File: src/rtl/vga_frame_sequencer.sv
// VGA raster timing generator with line/frame strobes and a frame-divided animation index.
// Every output is a flop whose next value is decoded from the next-state position counters.
module vga_frame_sequencer #(
   parameter int H_ACTIVE    = 640,
   parameter int H_FP        = 16,
   parameter int H_SYNC      = 96,
   parameter int H_BP        = 48,
   parameter int V_ACTIVE    = 480,
   parameter int V_FP        = 10,
   parameter int V_SYNC      = 2,
   parameter int V_BP        = 33,
   parameter int SYNC_ACTIVE = 0,
   parameter int ANIM_DIV    = 6,
   parameter int ANIM_FRAMES = 6
) (
   input  logic       clk,
   input  logic       rst_n,
   input  logic       ena,
   output logic [9:0] hpos,
   output logic [9:0] vpos,
   output logic       display_on,
   output logic       hsync,
   output logic       vsync,
   output logic       line_start,
   output logic       frame_start,
   output logic       anim_tick,
   output logic [3:0] anim_frame
);

   localparam int H_TOTAL = H_ACTIVE + H_FP + H_SYNC + H_BP;
   localparam int V_TOTAL = V_ACTIVE + V_FP + V_SYNC + V_BP;
   localparam int DIV_W   = $clog2(ANIM_DIV + 1);

   localparam logic [9:0] H_LAST  = 10'(H_TOTAL - 1);
   localparam logic [9:0] V_LAST  = 10'(V_TOTAL - 1);
   localparam logic [9:0] H_VIS   = 10'(H_ACTIVE);
   localparam logic [9:0] V_VIS   = 10'(V_ACTIVE);
   localparam logic [9:0] HS_BEG  = 10'(H_ACTIVE + H_FP);
   localparam logic [9:0] HS_END  = 10'(H_ACTIVE + H_FP + H_SYNC);
   localparam logic [9:0] VS_BEG  = 10'(V_ACTIVE + V_FP);
   localparam logic [9:0] VS_END  = 10'(V_ACTIVE + V_FP + V_SYNC);
   localparam logic       SYNC_ON = 1'(SYNC_ACTIVE);

   localparam logic [DIV_W-1:0] DIV_LAST = DIV_W'(ANIM_DIV - 1);
   localparam logic [DIV_W-1:0] DIV_ONE  = DIV_W'(1);
   localparam logic [DIV_W-1:0] DIV_ZERO = DIV_W'(0);
   localparam logic [3:0]       AF_LAST  = 4'(ANIM_FRAMES - 1);

   logic [9:0]       h_q, h_d;
   logic [9:0]       v_q, v_d;
   logic             disp_q, disp_d;
   logic             hs_q, hs_d;
   logic             vs_q, vs_d;
   logic             ls_q, ls_d;
   logic             fs_q, fs_d;
   logic             at_q, at_d;
   logic [3:0]       af_q, af_d;
   logic [DIV_W-1:0] div_q, div_d;

   // Position counters, strobes and the animation divider advance only on enabled cycles.
   always_comb begin
      h_d   = h_q;
      v_d   = v_q;
      div_d = div_q;
      af_d  = af_q;
      ls_d  = 1'b0;
      fs_d  = 1'b0;
      at_d  = 1'b0;
      if (ena) begin
         if (h_q == H_LAST) begin
            h_d = 10'd0;
            if (v_q == V_LAST) begin
               v_d = 10'd0;
            end else begin
               v_d = v_q + 10'd1;
            end
         end else begin
            h_d = h_q + 10'd1;
         end
         ls_d = (h_d == 10'd0);
         fs_d = (h_d == 10'd0) && (v_d == 10'd0);
         if (fs_d) begin
            if (div_q == DIV_LAST) begin
               div_d = DIV_ZERO;
               at_d  = 1'b1;
               if (af_q == AF_LAST) begin
                  af_d = 4'd0;
               end else begin
                  af_d = af_q + 4'd1;
               end
            end else begin
               div_d = div_q + DIV_ONE;
            end
         end else begin
            div_d = div_q;
         end
      end else begin
         h_d = h_q;
         v_d = v_q;
      end
   end

   // Levels decoded from next-state position; with ena low h_d/v_d equal the held values.
   always_comb begin
      disp_d = (h_d < H_VIS) && (v_d < V_VIS);
      hs_d   = ((h_d >= HS_BEG) && (h_d < HS_END)) ? SYNC_ON : ~SYNC_ON;
      vs_d   = ((v_d >= VS_BEG) && (v_d < VS_END)) ? SYNC_ON : ~SYNC_ON;
   end

   // State registers, reset to the last pixel of the last line so the first enabled edge opens a frame.
   always_ff @(posedge clk or negedge rst_n) begin
      if (!rst_n) begin
         h_q    <= H_LAST;
         v_q    <= V_LAST;
         disp_q <= 1'b0;
         hs_q   <= ~SYNC_ON;
         vs_q   <= ~SYNC_ON;
         ls_q   <= 1'b0;
         fs_q   <= 1'b0;
         at_q   <= 1'b0;
         af_q   <= 4'd0;
         div_q  <= DIV_ZERO;
      end else begin
         h_q    <= h_d;
         v_q    <= v_d;
         disp_q <= disp_d;
         hs_q   <= hs_d;
         vs_q   <= vs_d;
         ls_q   <= ls_d;
         fs_q   <= fs_d;
         at_q   <= at_d;
         af_q   <= af_d;
         div_q  <= div_d;
      end
   end

   assign hpos        = h_q;
   assign vpos        = v_q;
   assign display_on  = disp_q;
   assign hsync       = hs_q;
   assign vsync       = vs_q;
   assign line_start  = ls_q;
   assign frame_start = fs_q;
   assign anim_tick   = at_q;
   assign anim_frame  = af_q;

endmodule

File: config.mk
export PLATFORM = sky130hd
export DESIGN_NAME = vga_frame_sequencer
export DESIGN_NICKNAME = d
export VERILOG_FILES = /design/src/rtl/vga_frame_sequencer.sv
export SDC_FILE = /design/constraint.sdc
export NUM_CORES = 1
export LEC_CHECK = 0
export CORE_ASPECT_RATIO = 0.5
export CORE_UTILIZATION = 40
export DETAILED_ROUTE_END_ITERATION = 12
export HOLD_SLACK_MARGIN = 0.06
export PLACE_DENSITY = 0.73
export SYNTH_ARGS = -nofsm -noshare
export SYNTH_HDL_FRONTEND = slang
export SYNTH_SLANG_ARGS = --single-unit
File: constraint.sdc
create_clock -name clk -period 8 [get_ports clk]
set_input_delay 1.6 -clock clk [delete_from_list [all_inputs] [get_ports clk]]
set_output_delay 1.6 -clock clk [all_outputs]
set_load 0.005 [all_outputs]
==> impl_metrics.tcl, run 1 <==
set metrics [dict create \
    outcome "finished clean" \
    rows 18 \
    fin_crit_sh 0.479 \
    slowest_stage "nor3_2" \
    holdCritPathClass "flop to flop" \
    drtIter0Drc 139 \
    syn-num-nets 245 \
    core-area_um2 5070 \
    final_common_cell "clkdlybuf4s50_1" \
    syn2layout_area_growth_pct 19.1 \
    dp_hpwl_um 3740 \
    drive_gt1_frac 0.148 \
    synth-async-reset-ratio 1.00 \
    synth_area_per_cell_um2 9.09 \
    fin_crit_ns 3.83 \
    start_kind "flop" \
    io_pins 33 \
    setup-tns-final_ns 0 \
    grt_pass1_vias 1822 \
    ys_ff_latch 33 \
    grt_use_total 0.194 \
    port-buffer-count 32 \
    die_x_um 106 \
    synthFlopType "dfrtp_1" \
    drt-pass1-iter-count 4 \
    hold_buffers 0 \
    clk-insertion-delay-late_ns 0.28 \
    wl_um 5310 \
    worst_slew_pin_slew_ns 0.948 \
    whs_ns 0.496 \
    via_per_inst 5.88 \
    grt_pass1_wl_um 8670 \
    clock-sinks 33 \
    cts_root_buffer "clkbuf_8" \
    required_ns 8.17 \
    synth_area_um2 2170 \
    h-tree-depth 2 \
    start_util 0.429 \
    yosysUniqueCellTypes 57 \
    cp.arrival_ns 4.01 \
    synth_warnings 0 \
    rsz0062_at_grt "false" \
    dieHeight_um 54.1 \
    drv_slew 0 \
    setup_viol 0 \
    cts_tree "built" \
    stdcell_count 334 \
    dieArea_um2 5750 \
    cap_viol_max_count 0 \
    num_vias 1964 \
    n_fill_cell 457 \
    nNetsFinal 269 \
    p_leak_nw 0.967 \
    crit_fanout 15 \
    gp_congestion 0.904 \
    endpoint_kind "flop" \
    crit_path_cell_trace "ha_1 > nand4_1 > nor3_2 > o32ai_1 > nor4_4 > nand3b_2 > or4_4 > mux2_4" \
    clk_pin_slew_ns 0.07 \
    hold_viol 0 \
    clk_path_buf_depth 2 \
    fmax_mhz 261 \
    grt_max_degree 34 \
    post_cts_resized 0 \
    synth-seq-area-share 0.387 \
    irDropWorstVdd_v 0.000103 \
    cts_inserted_buffers 5 \
    antenna_cells 0 \
    path_class "flop to flop" \
    synth-edff-count 0 \
    p_per_area_nw_per_um2 178 \
    drc 0 \
    grt_overflow_total 0 \
    dp_cells 326 \
    slew_headroom 0.365 \
    postRouteAntennaNets 0 \
    antenna_found_initial 0 \
    power_mw 0.459 \
    critPathMaxStageDelay_ns 0.83 \
    synthCells 239 \
    post-route-util 0.510 \
    layout_common_cells "32 x clkdlybuf4s50_1, 21 x dfrtp_1, 20 x nand2_1, 18 x nor2_1, 17 x o21ai_0" \
    wire_per_inst_um 15.9 \
    clock-skew-final_ns 0.0111 \
    cts_setup_buffers 0 \
]
==> through the flow <==
step / setup slack, ns / instance area (µm²)
CTS: 4.18 / 2590
detailed placement: 3.87 / 2500
global placement: 3.96 / 2500
finish: 4.17 / 2590
global route: 3.90 / 2590
floorplan: 4.72 / 2170
==> power breakdown <==
part           internal, mW  leakage (nW)  total [mW]  switching (mW)
Combinational        0.0600         0.522       0.107          0.0471
Sequential            0.193         0.402       0.232          0.0389
Clock                0.0610        0.0422       0.120          0.0589
Total                 0.314         0.967       0.459           0.145
==> layout make-up <==
cell class | count | area, µm² | share of cell area
multi-input cells | 183 | 1220 | 0.473
flip-flops and latches | 33 | 841 | 0.325
repair buffers | 33 | 328 | 0.127
well taps | 70 | 87.6 | 0.0339
clock buffers | 7 | 76.3 | 0.0295
inverters | 7 | 26.3 | 0.0102
clock inverters | 1 | 5.00 | 0.00194
==> critical path, delay by kind of cell (launching register included) <==
kind | cells | cell delay [ns]
flops | 1 | 0.65
fa+ha+maj | 1 | 0.29
mux | 1 | 0.31
simple gates | 5 | 2.18
compound gates | 1 | 0.31
==> layer usage <==
layer	vias to the layer above	wire length (µm)	GRT usage
li1	940	-	-
met1	939	2500	0.264
met2	71	2390	0.312
met3	14	344	0.0436
met4	0	74	0.0625
met5	-	0	0
==> registers in the layout, summed over array words and instances, names as in the netlist <==
signal,cells
vpos,10
anim_frame,4
anim_tick,1
frame_start,1
display_on,1
vsync,1
div_q,3
hsync,1
hpos,10
line_start,1
==> kinds of logic after synthesis <==
family          Yosys count  synth area share
simple gates            105             0.282
compound gates           56             0.175
flops                    33             0.387
buf+inv                  23            0.0501
xor+xnor                 11            0.0444
mux                       8            0.0444
fa+ha+maj                 3            0.0173
==> cell usage after synthesis (2+ instances only) <==
master	number	area, µm²
or3_1	2	12.5
a31oi_1	5	31.3
o41ai_1	2	17.5
nor4_1	4	25.0
mux2_4	2	30.0
mux2_2	5	56.3
nor4b_1	3	26.3
dfrtp_1	21	526
a21oi_1	7	35.0
dfstp_2	12	315
and2_1	4	25.0
xor2_1	6	52.6
nand4_1	10	62.6
buf_2	6	30.0
nor3_1	8	40.0
or4_1	3	22.5
ha_1	3	37.5
inv_1	7	26.3
o32ai_1	2	17.5
nor2_1	18	67.6
o211ai_1	2	15.0
buf_6	2	22.5
o21ai_0	17	85.1
and4_1	2	17.5
and3_1	4	25.0
clkbuf_1	8	30.0
nand2b_1	2	12.5
nand2_1	20	75.1
nor2b_1	3	18.8
o21a_1	3	22.5
o31a_1	2	17.5
o31ai_1	6	45.0
nand3_1	10	50.1
xnor2_1	5	43.8
==> path summary, 6_finish.rpt <==
path	from	slack [ns]	end	depth (start not counted)
hold / removal	div_q[0]	0.50	div_q[0]	1
setup reg to reg	hpos[0]	4.17	div_q[1]	8
max in group asynchronous	rst_n	5.95	hpos[4]	2
min in group asynchronous	rst_n	1.71	vpos[1]	2
setup / recovery	hpos[0]	4.17	div_q[1]	8
hold reg to reg	div_q[0]	0.50	div_q[0]	1
Power figures use the tool's default switching activity.
==> inputs of run 2 (changes only) <==
--- a/config.mk
+++ b/config.mk
@@ -9,7 +9,7 @@
 export CORE_UTILIZATION = 40
 export DETAILED_ROUTE_END_ITERATION = 12
 export HOLD_SLACK_MARGIN = 0.06
-export PLACE_DENSITY = 0.73
+export PLACE_DENSITY = 0.75
 export SYNTH_ARGS = -nofsm -noshare
 export SYNTH_HDL_FRONTEND = slang
 export SYNTH_SLANG_ARGS = --single-unit
==> constraint.sdc (replaced) <==
create_clock -name clk -period 3.33 [get_ports clk]
set_input_delay 0.666 -clock clk [delete_from_list [all_inputs] [get_ports clk]]
set_output_delay 0.666 -clock clk [all_outputs]
set_load 0.005 [all_outputs]
==> impl_metrics.tcl, run 2 (synthesis gave the netlist of run 1 again) <==
set metrics [dict create \
    outcome "finished clean" \
    hold_buffers 0 \
    layout_common_cells "32 x clkdlybuf4s50_1, 21 x dfrtp_1, 20 x nand2_1, 18 x nor2_1, 18 x buf_4" \
    rsz0062_at_grt "false" \
    core-area_um2 5070 \
    via_per_inst 5.83 \
    dieArea_um2 5750 \
    dp_cells 342 \
    setup-tns-final_ns 0 \
    cts_tree "built" \
    whs_ns 0.501 \
    fmax_mhz 313 \
    syn2layout_area_growth_pct 25.4 \
    num_vias 2045 \
    start_util 0.429 \
    drt-pass1-iter-count 5 \
    antenna_cells 0 \
    slew_headroom 0.571 \
    dp_hpwl_um 4100 \
    p_leak_nw 1.06 \
    postRouteAntennaNets 0 \
    clock-sinks 33 \
    n_fill_cell 460 \
    drc 0 \
    gp_congestion 0.939 \
    worst_slew_pin_slew_ns 0.636 \
    holdCritPathClass "flop to flop" \
    rows 18 \
    grt_pass1_vias 1884 \
    drv_slew 0 \
    placed_area_um2 2630 \
    grt_use_total 0.215 \
    grt_overflow_total 0 \
    clock-skew-final_ns 0.00705 \
    drive_gt1_frac 0.210 \
    cap_viol_max_count 0 \
    irDropWorstVdd_v 0.000196 \
    port-buffer-count 32 \
    endpoint_kind "flop" \
    grt_max_degree 34 \
    die_x_um 106 \
    antenna_found_initial 0 \
    cp.arrival_ns 3.37 \
    hold_viol 0 \
    wl_um 5770 \
    drtIter0Drc 148 \
    wire_per_inst_um 16.4 \
    clk_path_buf_depth 2 \
    dieHeight_um 54.1 \
    design_area_um2 2720 \
    clk_pin_slew_ns 0.07 \
    stdcell_count 351 \
    fin_crit_sh 0.960 \
    fin_crit_ns 3.20 \
    path_class "flop to flop" \
    cts_inserted_buffers 5 \
    grt_pass1_wl_um 9410 \
    post-route-util 0.538 \
    p_per_area_nw_per_um2 426 \
    h-tree-depth 2 \
    setup_viol 0 \
    nNetsFinal 286 \
    cts_root_buffer "clkbuf_8" \
    start_kind "flop" \
    required_ns 3.51 \
    crit_fanout 10 \
    clk-insertion-delay-late_ns 0.29 \
    io_pins 33 \
    final_common_cell "clkdlybuf4s50_1" \
]
-- run 2: cell count changes in the layout (fill, tap and decap cells not counted), sizes merged --
| cell | before | now |
|---|---|---|
| clkbuf | 7 | 5 |
| clkinvlp | 0 | 1 |
| clkinv | 1 | 2 |
| buf | 1 | 18 |
-- run 2: worst max-delay path, cell delays in order (launching register included) --
cell	delay (ns)
dfstp_2	0.58
or4b_4	0.52
nor3_2	0.27
buf_4	0.23
o211ai_1	0.13
a211oi_2	0.31
nand3b_2	0.15
or4_4	0.58
mux2_4	0.31
-- run 2: layout make-up --
cell class	instances	area (µm²)	share of cell area
inverter	7	26.3	0.00965
sequential	33	841	0.309
clock inverter	3	17.5	0.00643
multi-input combinational	183	1230	0.451
clock buffer	5	68.8	0.0253
timing repair buffer	50	455	0.167
tap	70	87.6	0.0322
-- run 2: per-layer routing --
| layer | vias to the layer above | routed length (µm) | track usage |
|---|---|---|---|
| li1 | 972 | - | - |
| met1 | 976 | 2720 | 0.294 |
| met2 | 91 | 2550 | 0.338 |
| met3 | 6 | 446 | 0.0557 |
| met4 | 0 | 48 | 0.0671 |
| met5 | - | 0 | 0 |
-- run 2: final timing paths --
path	start	endpoint	slack (ns)	cells past startpoint
setup / recovery	hpos[9]	div_q[2]	0.13	8
hold / removal	div_q[0]	div_q[0]	0.50	1
setup reg to reg	hpos[9]	div_q[2]	0.13	8
hold reg to reg	div_q[0]	div_q[0]	0.50	1
max in group asynchronous	rst_n	hpos[9]	2.21	2
min in group asynchronous	rst_n	vpos[6]	0.77	2
-- run 2: what timing repair did --
action | CTS | global route
resized for setup | 0 | 1
setup endpoints to repair | 0 | 2
setup buffers | 0 | 1
-- run 2: where the power goes --
group          total (mW)  internal, mW  switching, mW
registers           0.525         0.463         0.0615
logic               0.330         0.173          0.156
clock network       0.305         0.144          0.160
-- run 2: through the flow --
stage	total power, mW	worst slack, ns
after floorplan	0.706	0.222
after global placement	0.841	0.149
after detailed placement	0.849	0.0975
after CTS	1.16	0.0793
after global routing	1.23	0.0212
final	1.16	0.133
